==> src/rtl/datapath_pkg.sv <==
`default_nettype none
// +-------------------------------------------------------------------------+
// | datapath_pkg : shared ALU opcodes, flag indices and datapath widths     |
// | Revision 1.0                                                            |
// +-------------------------------------------------------------------------+
package datapath_pkg;

  localparam int c_WIDTH  = 16;
  localparam int c_SEL_W  = 4;
  localparam int c_NREGS  = 16;
  localparam int c_FLAG_W = 5;

  typedef logic [c_FLAG_W-1:0] flags_t;

  localparam logic [7:0] c_OP_PASS  = 8'h00;
  localparam logic [7:0] c_OP_ADD   = 8'h01;
  localparam logic [7:0] c_OP_ADDC  = 8'h02;
  localparam logic [7:0] c_OP_AND   = 8'h05;
  localparam logic [7:0] c_OP_OR    = 8'h06;
  localparam logic [7:0] c_OP_SUB   = 8'h08;
  localparam logic [7:0] c_OP_DEC   = 8'h09;
  localparam logic [7:0] c_OP_CMP   = 8'h0B;
  localparam logic [7:0] c_OP_XOR   = 8'h0F;
  localparam logic [7:0] c_OP_LSH   = 8'h11;
  localparam logic [7:0] c_OP_RSH   = 8'h12;
  localparam logic [7:0] c_OP_LOADI = 8'h20;

  localparam int c_FLAG_C = 4;
  localparam int c_FLAG_L = 3;
  localparam int c_FLAG_F = 2;
  localparam int c_FLAG_Z = 1;
  localparam int c_FLAG_N = 0;

endpackage
`default_nettype wire

==> src/rtl/alu16.sv <==
`default_nettype none
// +-------------------------------------------------------------------------+
// | alu16 : combinational 16-bit ALU returning result, flags and flag mask  |
// | Revision 1.0                                                            |
// +-------------------------------------------------------------------------+
module alu16
  import datapath_pkg::*;
(
  input  logic [c_WIDTH-1:0] i_a,
  input  logic [c_WIDTH-1:0] i_b,
  input  logic [c_WIDTH-1:0] i_imm,
  input  logic               i_cin,
  input  logic [7:0]         i_op,
  output logic [c_WIDTH-1:0] o_res,
  output flags_t             o_flags,
  output flags_t             o_mask,
  output logic               o_valid
);

  logic [c_WIDTH:0]   w_sum;
  logic [c_WIDTH:0]   w_diff;
  logic [c_WIDTH-1:0] w_sub_b;
  logic               w_cin;

  // DEC shares the subtractor with B forced to one
  assign w_sub_b = (i_op == c_OP_DEC) ? c_WIDTH'(1) : i_b;
  assign w_cin   = (i_op == c_OP_ADDC) ? i_cin : 1'b0;
  assign w_sum   = {1'b0, i_a} + {1'b0, i_b} + {{c_WIDTH{1'b0}}, w_cin};
  assign w_diff  = {1'b0, i_a} - {1'b0, w_sub_b};

  always_comb begin
    o_res   = '0;
    o_flags = '0;
    o_mask  = '0;
    o_valid = 1'b1;
    case (i_op)
      c_OP_PASS:  begin o_res = i_b;               o_mask[c_FLAG_Z] = 1'b1; end
      c_OP_AND:   begin o_res = i_a & i_b;         o_mask[c_FLAG_Z] = 1'b1; end
      c_OP_OR:    begin o_res = i_a | i_b;         o_mask[c_FLAG_Z] = 1'b1; end
      c_OP_XOR:   begin o_res = i_a ^ i_b;         o_mask[c_FLAG_Z] = 1'b1; end
      c_OP_LSH:   begin o_res = i_a << i_b[3:0];   o_mask[c_FLAG_Z] = 1'b1; end
      c_OP_RSH:   begin o_res = i_a >> i_b[3:0];   o_mask[c_FLAG_Z] = 1'b1; end
      c_OP_LOADI: begin o_res = i_imm;             o_mask[c_FLAG_Z] = 1'b1; end
      c_OP_ADD, c_OP_ADDC: begin
        o_res            = w_sum[c_WIDTH-1:0];
        o_mask           = '1;
        o_flags[c_FLAG_C] = w_sum[c_WIDTH];
        o_flags[c_FLAG_F] = (i_a[c_WIDTH-1] == i_b[c_WIDTH-1]) &&
                            (w_sum[c_WIDTH-1] != i_a[c_WIDTH-1]);
      end
      c_OP_SUB, c_OP_DEC, c_OP_CMP: begin
        o_res             = w_diff[c_WIDTH-1:0];
        o_mask            = '1;
        o_flags[c_FLAG_C] = w_diff[c_WIDTH];
        o_flags[c_FLAG_L] = w_diff[c_WIDTH];
        o_flags[c_FLAG_N] = $signed(i_a) < $signed(w_sub_b);
        o_flags[c_FLAG_F] = (i_a[c_WIDTH-1] != w_sub_b[c_WIDTH-1]) &&
                            (w_diff[c_WIDTH-1] != i_a[c_WIDTH-1]);
      end
      default: o_valid = 1'b0;
    endcase
    o_flags[c_FLAG_Z] = (o_res == '0);
  end

endmodule
`default_nettype wire

==> src/rtl/alu_regfile_datapath.sv <==
`default_nettype none
// +-------------------------------------------------------------------------+
// | alu_regfile_datapath : 16x16 register file, ALU, flags and result reg   |
// | Revision 1.0                                                            |
// +-------------------------------------------------------------------------+
module alu_regfile_datapath
  import datapath_pkg::*;
#(
  parameter int WIDTH = 16,
  parameter int NREGS = 16,
  parameter int SEL_W = 4
) (
  input  logic             clock,
  input  logic             Reset,
  input  logic [NREGS-1:0] regControl,
  input  logic [SEL_W-1:0] regACont,
  input  logic [SEL_W-1:0] regBCont,
  input  logic [7:0]       AluOp,
  input  logic [WIDTH-1:0] imm,
  output logic [WIDTH-1:0] result_q,
  output logic [4:0]       flags_q,
  input  logic [SEL_W-1:0] dbg_sel,
  output logic [WIDTH-1:0] dbg_data
);

  logic [WIDTH-1:0] r_regs [NREGS];
  logic [WIDTH-1:0] r_result;
  flags_t           r_flags;

  logic [WIDTH-1:0] w_a;
  logic [WIDTH-1:0] w_b;
  logic [WIDTH-1:0] w_res;
  flags_t           w_flags;
  flags_t           w_mask;
  logic             w_valid;
  logic             w_is_cmp;
  logic             w_exec;
  logic [NREGS-1:0] w_wr_en;

  assign w_a      = r_regs[regACont];
  assign w_b      = r_regs[regBCont];
  assign dbg_data = r_regs[dbg_sel];

  alu16 u_alu (
    .i_a     (w_a),
    .i_b     (w_b),
    .i_imm   (imm),
    .i_cin   (r_flags[c_FLAG_C]),
    .i_op    (AluOp),
    .o_res   (w_res),
    .o_flags (w_flags),
    .o_mask  (w_mask),
    .o_valid (w_valid)
  );

  // CMP executes with no write enables but never writes the register file
  assign w_is_cmp = (AluOp == c_OP_CMP);
  assign w_exec   = w_valid && ((|regControl) || w_is_cmp);
  assign w_wr_en  = (w_valid && !w_is_cmp) ? regControl : '0;

  always_ff @(posedge clock or negedge Reset) begin
    if (!Reset) begin
      for (int i = 0; i < NREGS; i++) r_regs[i] <= '0;
      r_result <= '0;
      r_flags  <= '0;
    end else begin
      for (int i = 0; i < NREGS; i++) begin
        if (w_wr_en[i]) r_regs[i] <= w_res;
      end
      if (w_exec) begin
        r_result <= w_res;
        r_flags  <= (r_flags & ~w_mask) | (w_flags & w_mask);
      end
    end
  end

  assign result_q = r_result;
  assign flags_q  = r_flags;

endmodule
`default_nettype wire

==> config.mk <==
export PLATFORM = sky130hd
export DESIGN_NAME = alu_regfile_datapath
export DESIGN_NICKNAME = d
export VERILOG_FILES = /design/src/rtl/datapath_pkg.sv /design/src/rtl/alu16.sv /design/src/rtl/alu_regfile_datapath.sv
export SDC_FILE = /design/constraint.sdc
export NUM_CORES = 1
export LEC_CHECK = 0
export ABC_CLOCK_PERIOD_IN_PS = 4500
export BUFFER_PORTS_ARGS = -buffer_cell sky130_fd_sc_hd__buf_4
export CAP_MARGIN = 10
export CORE_AREA = 2 2 242 244
export DETAILED_ROUTE_END_ITERATION = 16
export DIE_AREA = 0 0 244 246
export PLACE_DENSITY = 0.52
export SYNTH_ARGS = -nofsm -noshare
export SYNTH_HDL_FRONTEND = slang
export SYNTH_SLANG_ARGS = --single-unit
==> constraint.sdc <==
create_clock -name clock -period 4.5 [get_ports clock]
set_input_delay 0.225 -clock clock [delete_from_list [all_inputs] [get_ports clock]]
set_output_delay 0.225 -clock clock [all_outputs]
set_load 0.05 [all_outputs]
==> run_summary.xml, run 1 <==
<?xml version="1.0" encoding="UTF-8"?>
<metrics>
  <group name="placed_design">
    <metric name="gp_routability_congestion" unit="">0.984</metric>
    <metric name="dp_cells" unit="">2694</metric>
    <metric name="post_dp_hpwl" unit="mm">50.7</metric>
    <metric name="port-buffer-count" unit="">90</metric>
  </group>
  <group name="route">
    <metric name="antenna_left" unit="">0</metric>
    <metric name="number_of_drc_markers_in_iteration_0" unit="">1482</metric>
    <metric name="routed_wl" unit="mm">72.9</metric>
    <metric name="detailroute.via_count" unit="">16467</metric>
    <metric name="route.detailed.wl_per_inst" unit="µm">26.4</metric>
    <metric name="drt_pre_antenna_iters" unit="">5</metric>
    <metric name="vias_per_cell" unit="">5.96</metric>
    <metric name="drc_errors" unit="">0</metric>
  </group>
  <group name="global_routing">
    <metric name="grt_pass1_wl" unit="mm">109</metric>
    <metric name="antenna_found_initial" unit="">0</metric>
    <metric name="number_of_global_route_vias_before_repair" unit="">16894</metric>
    <metric name="grt.overflow.total" unit="">0</metric>
    <metric name="grt_start_max_net_pins" unit="">135</metric>
    <metric name="grt_util_all_layers" unit="%">24.2</metric>
  </group>
  <group name="critical_path">
    <metric name="rr_worst_depth" unit="">19</metric>
    <metric name="crit-reg2reg-launch" unit="">r_regs[224]</metric>
    <metric name="ff2ff_setup_slack" unit="ps">-130</metric>
    <metric name="critPathRequiredTime" unit="ps">4960</metric>
    <metric name="r2r-end" unit="">r_regs[126]</metric>
    <metric name="path_max_fanout" unit="">17</metric>
    <metric name="worst_setup_path_start_kind" unit="">flop</metric>
    <metric name="timing.critical_path.cells" unit="">mux4_2, a22o_1, a221oi_4, buf_12, inv_6, fa_2, fa_2, a211oi_2, nor2_1, or4_4, and3_4, nor2_4, a21oi_4, a21o_1, a21oi_4, xnor2_2, o21ai_2, buf_12, mux2_2</metric>
    <metric name="cp_data_arrival_time" unit="ps">5090</metric>
    <metric name="cp.depth" unit="">19</metric>
    <metric name="critical_path.endpoint" unit="">r_regs[126]</metric>
    <metric name="slowest_delay" unit="ps">460</metric>
    <metric name="end_kind" unit="">flop</metric>
    <metric name="cp_top_family" unit="">compound AO/OA/AOI/OAI gates</metric>
    <metric name="path_class" unit="">reg2reg</metric>
    <metric name="crit_slowest_cell" unit="">mux4_2</metric>
    <metric name="critical_path_buf_inv_count" unit="">3</metric>
    <metric name="critPathLaunch" unit="">r_regs[224]</metric>
  </group>
  <group name="yosys">
    <metric name="synth_top_family_by_area" unit="">multiplexers</metric>
    <metric name="syn_area_per_cell" unit="µm²">11.5</metric>
    <metric name="synth-compound-area-share" unit="%">12.0</metric>
    <metric name="synth_adder_area_share" unit="%">3.46</metric>
    <metric name="yosysWarnings" unit="">0</metric>
    <metric name="yosys.area_share.xor_xnor" unit="%">0.927</metric>
    <metric name="netlist_area_before_placement" unit="µm²">19800</metric>
    <metric name="yosysSeqAreaShare" unit="%">34.9</metric>
    <metric name="synth_area_leader_cell" unit="">dfrtp_1</metric>
    <metric name="postSynthCellCount" unit="">1727</metric>
    <metric name="synth_top_flop_cell" unit="">dfrtp_1</metric>
    <metric name="synth-async-reset-ratio" unit="%">100</metric>
    <metric name="ys_seq_elements" unit="">277</metric>
    <metric name="synth_simple_gate_area_share" unit="%">9.24</metric>
    <metric name="synth.mux.area_fraction" unit="%">35.7</metric>
    <metric name="synthDominantCellAreaShare" unit="%">34.9</metric>
    <metric name="netlist_top_cells_area" unit="">dfrtp_1, mux4_2, mux2_2, nand2_1, o21ai_0</metric>
    <metric name="yosysMostFrequentCell" unit="">dfrtp_1</metric>
    <metric name="synth-edff-count" unit="">0</metric>
    <metric name="ys_types" unit="">76</metric>
    <metric name="syn-num-nets" unit="">1834</metric>
    <metric name="synth_commonest_cells" unit="">dfrtp_1, nand2_1, mux4_2</metric>
  </group>
  <group name="timing">
    <metric name="fmax" unit="GHz">0.216</metric>
    <metric name="post-route-period-util" unit="%">103</metric>
    <metric name="final_period_minus_worst_setup_slack" unit="ps">4630</metric>
    <metric name="worst_pin_slew" unit="ps">1080</metric>
    <metric name="sum_of_negative_setup_slack" unit="ps">-2150</metric>
    <metric name="worst_slew_margin_rel" unit="%">27.8</metric>
    <metric name="finalMaxSlewViolations" unit="">0</metric>
    <metric name="timing.clock.skew" unit="ps">15.7</metric>
    <metric name="worst_slack" unit="ps">-128</metric>
    <metric name="grt_setup_unrepaired" unit="">true</metric>
    <metric name="finalSetupViolCount" unit="">19</metric>
    <metric name="finalHoldViolations" unit="">0</metric>
  </group>
  <group name="cts">
    <metric name="cts-buffers-inserted" unit="">31</metric>
    <metric name="clock_insertion_delay_worst_skew" unit="ps">580</metric>
    <metric name="cts_num_sinks" unit="">277</metric>
    <metric name="cts_tree" unit="">built</metric>
    <metric name="cts_htree_levels" unit="">1</metric>
    <metric name="clk_root_buffer_cell" unit="">clkbuf_16</metric>
    <metric name="cts_max_path_buffers" unit="">3</metric>
    <metric name="clkTransAtPathRegs" unit="ps">70</metric>
  </group>
  <group name="layout">
    <metric name="final_core_utilization" unit="%">42.9</metric>
    <metric name="antenna_cells_inserted" unit="">0</metric>
    <metric name="final.fill_count" unit="">5372</metric>
    <metric name="drive_gt1_share" unit="%">42.1</metric>
    <metric name="final-instance-count-excl-fill" unit="">2765</metric>
    <metric name="areaGrowthSynthToFinish" unit="%">24.0</metric>
    <metric name="fin_nets" unit="">2083</metric>
  </group>
  <group name="hold_path">
    <metric name="min_path_type" unit="">in2reg</metric>
  </group>
  <group name="floorplanning">
    <metric name="top_level_ports" unit="">91</metric>
    <metric name="std_cell_rows" unit="">88</metric>
    <metric name="initial_utilization" unit="%">34.6</metric>
    <metric name="die_w" unit="µm">244</metric>
    <metric name="core_region_area" unit="µm²">57400</metric>
    <metric name="die-height" unit="µm">246</metric>
    <metric name="die-area" unit="µm²">60000</metric>
  </group>
  <group name="power_and_ir_drop">
    <metric name="pwr_density_cell" unit="nW/µm²">262</metric>
    <metric name="total_power" unit="W">0.00646</metric>
    <metric name="max-vdd-ir-drop" unit="mV">0.273</metric>
    <metric name="leakagePower" unit="nW">10.7</metric>
  </group>
  <group name="outcome">
    <metric name="outcome" unit="">complete, but fails checks</metric>
    <metric name="failed_checks" unit="">setup timing</metric>
  </group>
  <group name="run">
    <metric name="cap_viol_max_count" unit="">0</metric>
  </group>
</metrics>
-- flip-flops by register name (all words and copies together) (netlist names), named ones only --
register,cells
result_q,16
r_regs,256
-- worst min path at each step --
stage | start | endpoint | depth (start not counted)
2_1_floorplan | Reset | async pin | 0
3_3_place_gp | Reset | r_regs[154] | 1
3_5_place_dp | Reset | r_regs[138] | 1
4_1_cts | regControl[13] | r_regs[44] | 4
5_1_grt | regControl[10] | r_regs[92] | 4
6_report | regControl[15] | r_regs[12] | 4
-- power breakdown --
| group | switching, W | leakage [nW] | internal, W |
|---|---|---|---|
| Combinational | 0.000603 | 6.31 | 0.000421 |
| Sequential | 0.0000457 | 3.86 | 0.00254 |
| Clock | 0.00108 | 0.557 | 0.00177 |
-- cell families after synthesis --
family                     count (synthesis)
and+or+nand+nor                          419
adders and majority gates                 53
muxes                                    409
buffers and inverters                    181
AOI/OAI and AO/OA                        367
DFF                                      277
xor gates and xnor gates                  21
-- repair_timing --
| item | in CTS | in global routing |
|---|---|---|
| buffers inserted | 8 | 7 |
| gates cloned | 2 | 0 |
| gates resized for setup | 45 | 36 |
| pin swaps | 27 | 25 |
| setup endpoints to repair | 69 | 158 |
| hold endpoints to repair | 131 | 0 |
| hold buffers | 1 | 0 |
-- through the flow --
stage / area [µm²] / worst slack, ps / hold WS, ps
final: 24600 / -128 / 257
after global routing: 24600 / -287 / 264
after CTS: 24500 / -139 / 230
after detailed placement: 23000 / -392 / 427
after global placement: 23000 / -312 / 424
after floorplan: 19900 / -200 / -70.6
-- worst min-delay path: cells and delay by family --
kind | cells | cell delay (ps)
and+or+nand+nor | 1 | 40
buffers and inverters | 2 | 340
AOI/OAI and AO/OA | 1 | 180
-- layer usage --
| layer | wire length, µm | track usage [%] | share of wire, % |
|---|---|---|---|
| met4 | 2960 | 9.04 | 4.1 |
| met5 | 0 | 0 | 0 |
| met3 | 4190 | 2.97 | 5.7 |
| met2 | 35200 | 40.6 | 48 |
| met1 | 30500 | 32.1 | 42 |
-- final cells by class --
| type | instances | area, µm² | share of cell area, % |
|---|---|---|---|
| sequential | 277 | 6930 | 28.2 |
| inverter | 48 | 185 | 0.753 |
| multi-input combinational | 1269 | 12500 | 50.8 |
| tap | 765 | 957 | 3.89 |
| timing repair buffer | 349 | 2870 | 11.7 |
| clock buffer | 42 | 877 | 3.57 |
| clock inverter | 15 | 269 | 1.09 |
-- placed cells by master, fill, tap and decap left out, drive strengths merged, types with 12 or more instances in the layout --
master	netlist	final
buf	46	348
dfrtp	277	277
nand2	251	251
mux4	220	220
o21ai	164	164
mux2	142	142
nor2	63	63
ha	50	50
inv	47	49
mux2i	47	47
clkbuf	87	42
a21oi	38	38
a22oi	29	29
nor3	22	22
a221oi	19	19
nand3	17	17
o22ai	16	16
xnor2	13	13
a211oi	12	12
Power figures use the tool's default switching activity.
==> inputs of run 2 (changes only) <==
--- a/config.mk
+++ b/config.mk
@@ -8,10 +8,11 @@
 export ABC_CLOCK_PERIOD_IN_PS = 4500
 export BUFFER_PORTS_ARGS = -buffer_cell sky130_fd_sc_hd__buf_4
 export CAP_MARGIN = 10
-export CORE_AREA = 2 2 242 244
+export CORE_AREA = 2 2 256 258
 export DETAILED_ROUTE_END_ITERATION = 16
-export DIE_AREA = 0 0 244 246
-export PLACE_DENSITY = 0.52
+export DIE_AREA = 0 0 258 260
+export PLACE_DENSITY = 0.47
+export SETUP_SLACK_MARGIN = 0.3
 export SYNTH_ARGS = -nofsm -noshare
 export SYNTH_HDL_FRONTEND = slang
 export SYNTH_SLANG_ARGS = --single-unit
==> run_summary.xml, run 2 (synthesis gave the netlist of run 1 again) <==
<?xml version="1.0" encoding="UTF-8"?>
<metrics>
  <group name="outcome">
    <metric name="outcome" unit="">complete, but fails checks</metric>
    <metric name="failed_checks" unit="">setup timing</metric>
  </group>
  <group name="placed_design">
    <metric name="gp_routability_congestion" unit="">1.00</metric>
    <metric name="port-buffer-count" unit="">90</metric>
    <metric name="placement.cell_area" unit="µm²">23000</metric>
    <metric name="post_dp_hpwl" unit="mm">52.5</metric>
  </group>
  <group name="timing">
    <metric name="fmax" unit="GHz">0.217</metric>
    <metric name="sum_of_negative_setup_slack" unit="ps">-2100</metric>
    <metric name="finalSetupViolCount" unit="">35</metric>
    <metric name="finalMaxSlewViolations" unit="">0</metric>
    <metric name="timing.clock.skew" unit="ps">19.7</metric>
    <metric name="grt_setup_unrepaired" unit="">true</metric>
    <metric name="worst_slew_margin_rel" unit="%">28.3</metric>
    <metric name="final_period_minus_worst_setup_slack" unit="ps">4620</metric>
    <metric name="worst_slack" unit="ps">-119</metric>
    <metric name="worst_pin_slew" unit="ps">1080</metric>
    <metric name="finalHoldViolations" unit="">0</metric>
    <metric name="post-route-period-util" unit="%">103</metric>
  </group>
  <group name="critical_path">
    <metric name="cp_top_family" unit="">compound AO/OA/AOI/OAI gates</metric>
    <metric name="path_class" unit="">reg2reg</metric>
    <metric name="end_kind" unit="">flop</metric>
    <metric name="crit-reg2reg-launch" unit="">r_regs[176]</metric>
    <metric name="crit_slowest_cell" unit="">mux4_2</metric>
    <metric name="critical_path_buf_inv_count" unit="">3</metric>
    <metric name="slowest_delay" unit="ps">470</metric>
    <metric name="r2r-end" unit="">result_q[14]</metric>
    <metric name="rr_worst_depth" unit="">19</metric>
    <metric name="worst_setup_path_start_kind" unit="">flop</metric>
    <metric name="cp_data_arrival_time" unit="ps">5080</metric>
    <metric name="timing.critical_path.cells" unit="">mux4_2, a22o_1, a221oi_4, buf_12, inv_6, fa_2, fa_2, a211oi_2, nor2_2, or4_4, and3_4, nor2_4, a21oi_2, a21o_1, a21oi_2, xnor2_2, o21ai_4, clkbuf_16, mux2_4</metric>
    <metric name="path_max_fanout" unit="">8</metric>
    <metric name="critPathRequiredTime" unit="ps">4970</metric>
    <metric name="ff2ff_setup_slack" unit="ps">-120</metric>
  </group>
  <group name="cts">
    <metric name="cts_htree_levels" unit="">1</metric>
    <metric name="clock_insertion_delay_worst_skew" unit="ps">580</metric>
    <metric name="clkTransAtPathRegs" unit="ps">60</metric>
    <metric name="clk_root_buffer_cell" unit="">clkbuf_16</metric>
    <metric name="cts_tree" unit="">built</metric>
    <metric name="cts_num_sinks" unit="">277</metric>
    <metric name="cts_max_path_buffers" unit="">3</metric>
    <metric name="cts-buffers-inserted" unit="">30</metric>
  </group>
  <group name="route">
    <metric name="routed_wl" unit="mm">76.8</metric>
    <metric name="number_of_drc_markers_in_iteration_0" unit="">1458</metric>
    <metric name="vias_per_cell" unit="">5.76</metric>
    <metric name="route.detailed.wl_per_inst" unit="µm">26.8</metric>
    <metric name="drt_pre_antenna_iters" unit="">5</metric>
    <metric name="detailroute.via_count" unit="">16526</metric>
    <metric name="antenna_left" unit="">0</metric>
    <metric name="drc_errors" unit="">0</metric>
  </group>
  <group name="floorplanning">
    <metric name="std_cell_rows" unit="">93</metric>
    <metric name="die_w" unit="µm">258</metric>
    <metric name="core_region_area" unit="µm²">64100</metric>
    <metric name="die-height" unit="µm">260</metric>
    <metric name="top_level_ports" unit="">91</metric>
    <metric name="initial_utilization" unit="%">30.9</metric>
    <metric name="die-area" unit="µm²">67100</metric>
  </group>
  <group name="run">
    <metric name="cap_viol_max_count" unit="">0</metric>
  </group>
  <group name="global_routing">
    <metric name="antenna_found_initial" unit="">1</metric>
    <metric name="grt_util_all_layers" unit="%">22.5</metric>
    <metric name="grt.overflow.total" unit="">0</metric>
    <metric name="number_of_global_route_vias_before_repair" unit="">16576</metric>
    <metric name="grt_pass1_wl" unit="mm">112</metric>
    <metric name="grt_start_max_net_pins" unit="">110</metric>
  </group>
  <group name="power_and_ir_drop">
    <metric name="leakagePower" unit="nW">10.9</metric>
    <metric name="max-vdd-ir-drop" unit="mV">0.324</metric>
    <metric name="pwr_density_cell" unit="nW/µm²">244</metric>
  </group>
  <group name="layout">
    <metric name="regMostFlops" unit="">r_regs</metric>
    <metric name="leading_cell_type_in_the_layout_fill_and_taps_excluded" unit="">buf_4</metric>
    <metric name="drive_gt1_share" unit="%">44.2</metric>
    <metric name="mostFrequentLayoutCells" unit="">buf_4, dfrtp_1, nand2_1</metric>
    <metric name="largest_register_ff_count" unit="">256</metric>
    <metric name="areaGrowthSynthToFinish" unit="%">26.7</metric>
    <metric name="postLayoutCellArea" unit="µm²">25100</metric>
    <metric name="fin_nets" unit="">2095</metric>
  </group>
  <group name="hold_path">
    <metric name="min_path_type" unit="">in2async</metric>
  </group>
</metrics>
run 2: cell count changes in the layout (fill, tap and decap cells not counted), sizes merged:
cell      delta
clkbuf      +11
bufinv       -6
buf          +5
diode        +3
clkinv       +2
clkinvlp     -2
inv          -2
and2         +1
bufbuf       +1
run 2: layout make-up:
type	instances	area (µm²)
Fill cell	6152	39000
Sequential cell	277	6930
Tap cell	855	1070
Timing Repair Buffer	361	3220
Multi-Input combinational cell	1270	12700
Antenna cell	3	7.51
Inverter	48	185
Clock buffer	47	926
Clock inverter	7	60.1
run 2: what timing repair did:
| item | in CTS | in global routing |
|---|---|---|
| buffers inserted | 16 | 10 |
| endpoints found under the setup margin | 187 | 208 |
| hold endpoints to repair | 53 | 0 |
| cloned | 8 | 5 |
| hold buffers | 1 | 0 |
| gates resized for setup | 110 | 93 |
| pin swaps | 51 | 26 |
run 2: metal layers:
metal  GRT usage [%]  part of all wire [%]  vias to the layer above  wire (µm)
met1            30.9                    43                     8602      33300
met3            2.94                   5.9                      115       4510
li1                -                     -                     7191          -
met4            6.86                   3.1                        0       2400
met2            37.2                    48                      618      36600
met5               0                     0                        -          0
run 2: worst max path at each step:
stage                            from  slack (ps)  depth (start not counted)      endpoint
after floorplan            r_regs[32]        -200                         19   r_regs[110]
after global placement    regBCont[0]        -420                         20          flop
after detailed placement  regBCont[0]        -410                         20          flop
after CTS                  r_regs[32]        -170                         19          flop
after global routing       r_regs[32]        -280                         19  result_q[14]
final                     r_regs[176]        -120                         19  result_q[14]
run 2: report_power, final:
part           internal [W]  switching, W
registers           0.00254     0.0000468
logic              0.000428      0.000617
clock network       0.00146       0.00104
total               0.00442       0.00171
run 2: stage by stage:
stage | setup slack, ps | util (%) | std cells | total power (W) | hold WS [ps]
6_report | -119 | 39.2 | 2868 | 0.00613 | 169
5_1_grt | -275 | 39.2 | 2866 | 0.00635 | 205
4_1_cts | -168 | 38.6 | 2850 | 0.00616 | 169
3_5_place_dp | -406 | 35.9 | 2771 | 0.00361 | 184
3_3_place_gp | -425 | 35.9 | 2771 | 0.00360 | 176
2_1_floorplan | -197 | - | 1727 | 0.00317 | -70.6
run 2: worst reg2reg max path, cell delays in order (launching register included):
cell and delay (ps):
dfrtp_1 410, mux4_2 470, a22o_1 220, a221oi_4 250, buf_12 160, inv_6 30, fa_2 360, fa_2 370
a211oi_2 210, nor2_2 80, or4_4 430, and3_4 180, nor2_4 100, a21oi_2 60, a21o_1 170, a21oi_2 200
xnor2_2 170, o21ai_4 140, clkbuf_16 210, mux2_4 270
